--- src/rtl/progmem_loader_if.sv ---
// rtl/progmem_loader_if.sv - byte stream, program memory write and CPU control bundle for progmem_loader
interface progmem_loader_if #(
  parameter int ADDR_W = 8,
  parameter int WORD_W = 40
);
  logic              i_start;
  logic              i_byte_valid;
  logic [7:0]        i_byte;
  logic              o_byte_ready;
  logic              o_wr_en;
  logic [ADDR_W-1:0] o_wr_addr;
  logic [WORD_W-1:0] o_wr_data;
  logic              o_cpu_hold;
  logic              o_busy;
  logic              o_done;
  logic              o_error;

  // Source / host side: drives the stream and start, observes the loader.
  modport master (
    output i_start, i_byte_valid, i_byte,
    input  o_byte_ready, o_wr_en, o_wr_addr, o_wr_data,
    input  o_cpu_hold, o_busy, o_done, o_error
  );

  // Loader side.
  modport slave (
    input  i_start, i_byte_valid, i_byte,
    output o_byte_ready, o_wr_en, o_wr_addr, o_wr_data,
    output o_cpu_hold, o_busy, o_done, o_error
  );
endinterface

--- src/rtl/progmem_loader.sv ---
// rtl/progmem_loader.sv - boot loader assembling a framed byte stream into program memory words (optional checksum: PROGMEM_LOADER_CHECKSUM_EN)
module progmem_loader #(
  parameter int ADDR_W = 8,
  parameter int WORD_W = 40
) (
  input  logic               i_clk,
  input  logic               i_rst_n,
  progmem_loader_if.slave    bus
);

  localparam int BPW   = WORD_W / 8;
  localparam int BC_W  = (BPW > 1) ? $clog2(BPW) : 1;
  // Word counter must hold both any count byte value and the full depth (count 0).
  localparam int CNT_W = (ADDR_W + 1 > 9) ? ADDR_W + 1 : 9;

  typedef enum logic [2:0] {
    S_IDLE,
    S_COUNT,
    S_DATA,
`ifdef PROGMEM_LOADER_CHECKSUM_EN
    S_CHECK,
    S_ERROR,
`endif
    S_DONE
  } state_t;

  state_t            state_q, state_d;
  logic              ready_q, ready_d;
  logic              wr_en_q, wr_en_d;
  logic [ADDR_W-1:0] wr_addr_q, wr_addr_d;
  logic [WORD_W-1:0] wr_data_q, wr_data_d;
  logic              hold_q, hold_d;
  logic              busy_q, busy_d;
  logic              done_q, done_d;
  logic [ADDR_W-1:0] addr_q, addr_d;
  logic [BC_W-1:0]   bcnt_q, bcnt_d;
  logic [CNT_W-1:0]  left_q, left_d;
  logic [WORD_W-1:0] asm_q, asm_d;
`ifdef PROGMEM_LOADER_CHECKSUM_EN
  logic [7:0]        sum_q, sum_d;
  logic              error_q, error_d;
`endif

  logic              accept;
  logic [WORD_W-1:0] shifted;
  logic [CNT_W-1:0]  n_words;

  assign accept  = bus.i_byte_valid && ready_q;
  // New byte enters at the LSB, so the first byte of a word ends up in the top byte.
  assign shifted = (asm_q << 8) | WORD_W'(bus.i_byte);
  assign n_words = (bus.i_byte == 8'd0) ? (CNT_W'(1) << ADDR_W) : CNT_W'(bus.i_byte);

  // Next-state and next-output computation for the load sequencer.
  always_comb begin
    state_d   = state_q;
    ready_d   = ready_q;
    wr_en_d   = 1'b0;
    wr_addr_d = wr_addr_q;
    wr_data_d = wr_data_q;
    hold_d    = hold_q;
    busy_d    = busy_q;
    done_d    = done_q;
    addr_d    = addr_q;
    bcnt_d    = bcnt_q;
    left_d    = left_q;
    asm_d     = asm_q;
`ifdef PROGMEM_LOADER_CHECKSUM_EN
    sum_d     = sum_q;
    error_d   = error_q;
`endif
    case (state_q)
      S_IDLE,
`ifdef PROGMEM_LOADER_CHECKSUM_EN
      S_ERROR,
`endif
      S_DONE: begin
        if (bus.i_start) begin
          state_d = S_COUNT;
          ready_d = 1'b1;
          busy_d  = 1'b1;
          hold_d  = 1'b1;
          done_d  = 1'b0;
`ifdef PROGMEM_LOADER_CHECKSUM_EN
          error_d = 1'b0;
`endif
        end
      end
      S_COUNT: begin
        if (accept) begin
          left_d  = n_words;
          addr_d  = '0;
          bcnt_d  = '0;
`ifdef PROGMEM_LOADER_CHECKSUM_EN
          sum_d   = bus.i_byte;
`endif
          state_d = S_DATA;
        end
      end
      S_DATA: begin
        if (accept) begin
          asm_d = shifted;
`ifdef PROGMEM_LOADER_CHECKSUM_EN
          sum_d = sum_q + bus.i_byte;
`endif
          if (bcnt_q == BC_W'(BPW - 1)) begin
            bcnt_d    = '0;
            wr_en_d   = 1'b1;
            wr_data_d = shifted;
            wr_addr_d = addr_q;
            addr_d    = addr_q + ADDR_W'(1);
            left_d    = left_q - CNT_W'(1);
            if (left_q == CNT_W'(1)) begin
`ifdef PROGMEM_LOADER_CHECKSUM_EN
              state_d = S_CHECK;
`else
              // Hold release coincides with the last write strobe.
              state_d = S_DONE;
              ready_d = 1'b0;
              busy_d  = 1'b0;
              done_d  = 1'b1;
              hold_d  = 1'b0;
`endif
            end
          end else begin
            bcnt_d = bcnt_q + BC_W'(1);
          end
        end
      end
`ifdef PROGMEM_LOADER_CHECKSUM_EN
      S_CHECK: begin
        if (accept) begin
          ready_d = 1'b0;
          busy_d  = 1'b0;
          if (8'(sum_q + bus.i_byte) == 8'd0) begin
            state_d = S_DONE;
            done_d  = 1'b1;
            hold_d  = 1'b0;
          end else begin
            state_d = S_ERROR;
            error_d = 1'b1;
            hold_d  = 1'b1;
          end
        end
      end
`endif
      default: state_d = S_IDLE;
    endcase
  end

  // All loader state and registered outputs; reset leaves the CPU held.
  always_ff @(posedge i_clk or negedge i_rst_n) begin
    if (!i_rst_n) begin
      state_q   <= S_IDLE;
      ready_q   <= 1'b0;
      wr_en_q   <= 1'b0;
      wr_addr_q <= '0;
      wr_data_q <= '0;
      hold_q    <= 1'b1;
      busy_q    <= 1'b0;
      done_q    <= 1'b0;
      addr_q    <= '0;
      bcnt_q    <= '0;
      left_q    <= '0;
      asm_q     <= '0;
`ifdef PROGMEM_LOADER_CHECKSUM_EN
      sum_q     <= '0;
      error_q   <= 1'b0;
`endif
    end else begin
      state_q   <= state_d;
      ready_q   <= ready_d;
      wr_en_q   <= wr_en_d;
      wr_addr_q <= wr_addr_d;
      wr_data_q <= wr_data_d;
      hold_q    <= hold_d;
      busy_q    <= busy_d;
      done_q    <= done_d;
      addr_q    <= addr_d;
      bcnt_q    <= bcnt_d;
      left_q    <= left_d;
      asm_q     <= asm_d;
`ifdef PROGMEM_LOADER_CHECKSUM_EN
      sum_q     <= sum_d;
      error_q   <= error_d;
`endif
    end
  end

  assign bus.o_byte_ready = ready_q;
  assign bus.o_wr_en      = wr_en_q;
  assign bus.o_wr_addr    = wr_addr_q;
  assign bus.o_wr_data    = wr_data_q;
  assign bus.o_cpu_hold   = hold_q;
  assign bus.o_busy       = busy_q;
  assign bus.o_done       = done_q;
`ifdef PROGMEM_LOADER_CHECKSUM_EN
  assign bus.o_error      = error_q;
`else
  assign bus.o_error      = 1'b0;
`endif

endmodule

--- src/flat_wrapper.sv ---
// flat-port wrapper written by rule: the top's interface ports become plain ports
module progmem_loader_flat 
#(
  parameter int ADDR_W = 8,
  parameter int WORD_W = 40
)
  (i_clk, i_rst_n, bus_i_start, bus_i_byte_valid, bus_i_byte, bus_o_byte_ready, bus_o_wr_en, bus_o_wr_addr, bus_o_wr_data, bus_o_cpu_hold, bus_o_busy, bus_o_done, bus_o_error);
  progmem_loader_if #(.ADDR_W(ADDR_W), .WORD_W(WORD_W)) bus_i ();
  input  logic i_clk;
  input  logic i_rst_n;
  input wire logic [$bits(bus_i.i_start)-1:0] bus_i_start;
  input wire logic [$bits(bus_i.i_byte_valid)-1:0] bus_i_byte_valid;
  input wire logic [$bits(bus_i.i_byte)-1:0] bus_i_byte;
  output wire logic [$bits(bus_i.o_byte_ready)-1:0] bus_o_byte_ready;
  output wire logic [$bits(bus_i.o_wr_en)-1:0] bus_o_wr_en;
  output wire logic [$bits(bus_i.o_wr_addr)-1:0] bus_o_wr_addr;
  output wire logic [$bits(bus_i.o_wr_data)-1:0] bus_o_wr_data;
  output wire logic [$bits(bus_i.o_cpu_hold)-1:0] bus_o_cpu_hold;
  output wire logic [$bits(bus_i.o_busy)-1:0] bus_o_busy;
  output wire logic [$bits(bus_i.o_done)-1:0] bus_o_done;
  output wire logic [$bits(bus_i.o_error)-1:0] bus_o_error;
  assign bus_i.i_start = bus_i_start;
  assign bus_i.i_byte_valid = bus_i_byte_valid;
  assign bus_i.i_byte = bus_i_byte;
  assign bus_o_byte_ready = bus_i.o_byte_ready;
  assign bus_o_wr_en = bus_i.o_wr_en;
  assign bus_o_wr_addr = bus_i.o_wr_addr;
  assign bus_o_wr_data = bus_i.o_wr_data;
  assign bus_o_cpu_hold = bus_i.o_cpu_hold;
  assign bus_o_busy = bus_i.o_busy;
  assign bus_o_done = bus_i.o_done;
  assign bus_o_error = bus_i.o_error;
  progmem_loader #(.ADDR_W(ADDR_W), .WORD_W(WORD_W)) u_core (.i_clk(i_clk), .i_rst_n(i_rst_n), .bus(bus_i));
endmodule
--- config.mk ---
export PLATFORM = sky130hd
export DESIGN_NAME = progmem_loader_flat
export DESIGN_NICKNAME = d
export VERILOG_FILES = /design/src/rtl/progmem_loader_if.sv /design/src/rtl/progmem_loader.sv /design/src/flat_wrapper.sv
export SDC_FILE = /design/constraint.sdc
export NUM_CORES = 1
export LEC_CHECK = 0
export ABC_AREA = 1
export CORE_ASPECT_RATIO = 0.8
export CORE_MARGIN = 2
export CORE_UTILIZATION = 25
export CTS_CLUSTER_DIAMETER = 150
export DETAILED_ROUTE_END_ITERATION = 10
export PLACE_DENSITY = 0.44
export REMOVE_ABC_BUFFERS = 1
export SLEW_MARGIN = 40
export SYNTH_ARGS = -nofsm -noshare
export SYNTH_HDL_FRONTEND = slang
export SYNTH_SLANG_ARGS = --single-unit
--- constraint.sdc ---
create_clock -name i_clk -period 3.65 [get_ports i_clk]
set_input_delay 0.5475 -clock i_clk [delete_from_list [all_inputs] [get_ports i_clk]]
set_output_delay 0.5475 -clock i_clk [all_outputs]
set_load 0.02 [all_outputs]
==> metrics.csv <==
metric;value;unit
outcome;finished, final reports clean;
hold_buffers;0;
p_leak;2.66;nW
fmax;0.452;GHz
drt-total-wl;10200;um
die_h;125;um
drc;0;
nets;591;
ys_ff_latch;106;
grt_pass1_vias;3338;
post_drt_wl_per_cell;12.7;um
cp_slowest_stage_delay;0.47;ns
syn-cell-area;4560;um2
grtUsageTotal;11.2;%
port_buffers;64;
n_antenna_cell;0;
hold_viol_final;0;
grt_pass1_wl;17100;um
finalSetupViolCount;0;
yosysUniqueCellTypes;33;
place_area;5380;um2
syn_inst;514;
core;18000;um2
end_kind;flip-flop;
tightest_slew;0.576;ns
dp_hpwl;6900;um
rows;44;
clk_pin_slew;0.07;ns
worstPathRequired;3.90;ns
rsz0062_at_grt;no;
yosysSeqAreaShare;58.2;%
first_iter_violations;171;
overflow;0;
fin_tns_setup;0;ns
numCtsBuffers;9;
first_pass_iters;4;
finalCritPeriodShare;60.6;%
start_util;25.3;%
ir_drop;0.000228;V
crit_buf_inv;3;
grt_max_degree;89;
fin_worst_skew;0.0107;ns
crit_chain;inv_1 -> ha_2 -> nor2_1 -> nor2_4 -> nand2_2 -> inv_4 -> o21ai_0 -> o21ai_0 -> inv_1;
max_cap_violations;0;
reg2reg_depth;9;
cp-start-kind;flip-flop;
synth-warning-count;0;
clkLatencyLatePin;0.36;ns
critPathKind;reg2reg;
num_vias;3380;
worstPathArrival;2.46;ns
syn_to_final_growth;24.4;%
power_density;710;nW/um2
cp.depth;9;
antenna_found_initial;0;
die_area;19300;um2
detail-route-antenna-nets;0;
fin_area;5670;um2
chipWidth;155;um
viasPerCell;4.19;
cts.sinks;106;
cts_tree;built;
fin_ws;1.44;ns
boundaryPins;66;
path_delay_family;simple AND/OR/NAND/NOR gates;
avgSynthCellArea;8.87;um2
ctsResizeCount;0;
place_ws;1.12;ns
cpMaxStageDelayCell;ha_2;
htreeDepth;3;
cts_root_buf;clkbuf_16;
final_util;31.5;%
hold_class;in2async;
fin_crit;2.21;ns
gp_congestion;0.829;
post_cts_buffers;0;
ctsLongestPathBuffers;2;
drv_slew;0;
drive_above_1_share;5.90;%
relSlewSlack;61.6;%
cp_max_fo;21;
[power by group]
group	internal, mW	switching, mW
clock	0.467	0.442
combinational	0.531	0.813
sequential	1.54	0.237
[placed cells by master, fill, tap and decap left out, drive strengths merged, types with 4 or more instances in the layout]
cell           Yosys  final
nand2            147    147
dfrtp            105    105
o21ai             92     92
inv               68     70
clkdlybuf4s50      0     63
nand3             23     23
nor2              21     21
clkbuf             9     11
ha                 8      8
buf               15      7
nand4              5      5
a21oi              5      5
nor3               4      4
[per-layer routing]
| layer | vias up | wire length, um | track usage, % |
|---|---|---|---|
| met3 | 8 | 382 | 3.17 |
| met2 | 58 | 4600 | 17.1 |
| met5 | - | 0 | 0 |
| met1 | 1575 | 5100 | 15.4 |
| met4 | 0 | 122 | 3.92 |
| li1 | 1739 | - | - |
[through the flow]
| step | hold slack, ns | power (mW) | std cells |
|---|---|---|---|
| 6_report | 0.146 | 4.03 | 806 |
| 5_1_grt | 0.208 | 4.37 | 806 |
| 4_1_cts | 0.292 | 4.09 | 805 |
| 3_5_place_dp | 0.459 | 3.16 | 789 |
| 3_3_place_gp | 0.454 | 3.12 | 789 |
| 2_1_floorplan | 0.252 | 2.61 | 490 |
[synthesized netlist by cell type (all sizes together)]
master	n	share of area [%]
o21ai	92	10
xor2	1	0.19
nand3	23	2.8
a21boi	1	0.16
dfrtp	105	58
or2	1	0.14
inv	68	5.7
o22ai	2	0.27
clkbuf	9	0.77
nand2	147	12
buf	15	2.6
dfstp	1	0.58
o211ai	1	0.16
a211oi	1	0.16
ha	8	2.2
nor2	21	2.1
and3	2	0.27
o21bai	1	0.16
conb	1	0.082
nand4	5	0.69
a21oi	5	0.55
nor3	4	0.55
[path summary, 6_finish.rpt]
path | startpoint | to | slack, ns
min in group i_clk | u_core.asm_q[27] | u_core.bus.o_wr_data[35] | 0.47
min reg2reg | u_core.asm_q[27] | u_core.bus.o_wr_data[35] | 0.47
min | i_rst_n | u_core.bus.o_wr_data[34] | 0.15
max | u_core.state_q[0] | u_core.left_q[4] | 1.44
max reg2reg | u_core.state_q[0] | u_core.left_q[4] | 1.44
max in group asynchronous | i_rst_n | u_core.bus.o_cpu_hold | 2.79
[cell type report]
cell class / instances / area (um2)
tap: 230 / 288
clock inverter: 5 / 37.5
sequential: 106 / 2650
clock buffer: 11 / 233
fill: 1899 / 12300
multi-input combinational: 316 / 1500
timing repair buffer: 70 / 699
inverter: 68 / 258
[cell families (layout without fill, tap and decap cells)]
| family | Yosys count | after routing | synth area share [%] |
|---|---|---|---|
| flip-flops | 106 | 106 | 58.2 |
| adder cells (fa/ha/maj) | 8 | 8 | 2.19 |
| AND/OR/NAND/NOR | 203 | 203 | 18.7 |
| XOR/XNOR | 1 | 1 | 0.192 |
| buffers and inverters | 92 | 154 | 8.97 |
| AO/OA/AOI/OAI | 103 | 103 | 11.7 |
| other | 1 | 1 | 0.0822 |
[sequential cells by signal, summed over array words and instances, names as in the netlist]
name / cells
u_core.state_q: 2
u_core.bus.o_done: 1
u_core.addr_q: 8
u_core.bus.o_wr_addr: 8
u_core.left_q: 9
u_core.bus.o_busy: 1
u_core.asm_q: 32
u_core.bus.o_cpu_hold: 1
u_core.bcnt_q: 3
u_core.bus.o_wr_en: 1
u_core.bus.o_wr_data: 40
Power figures use the tool's default switching activity.
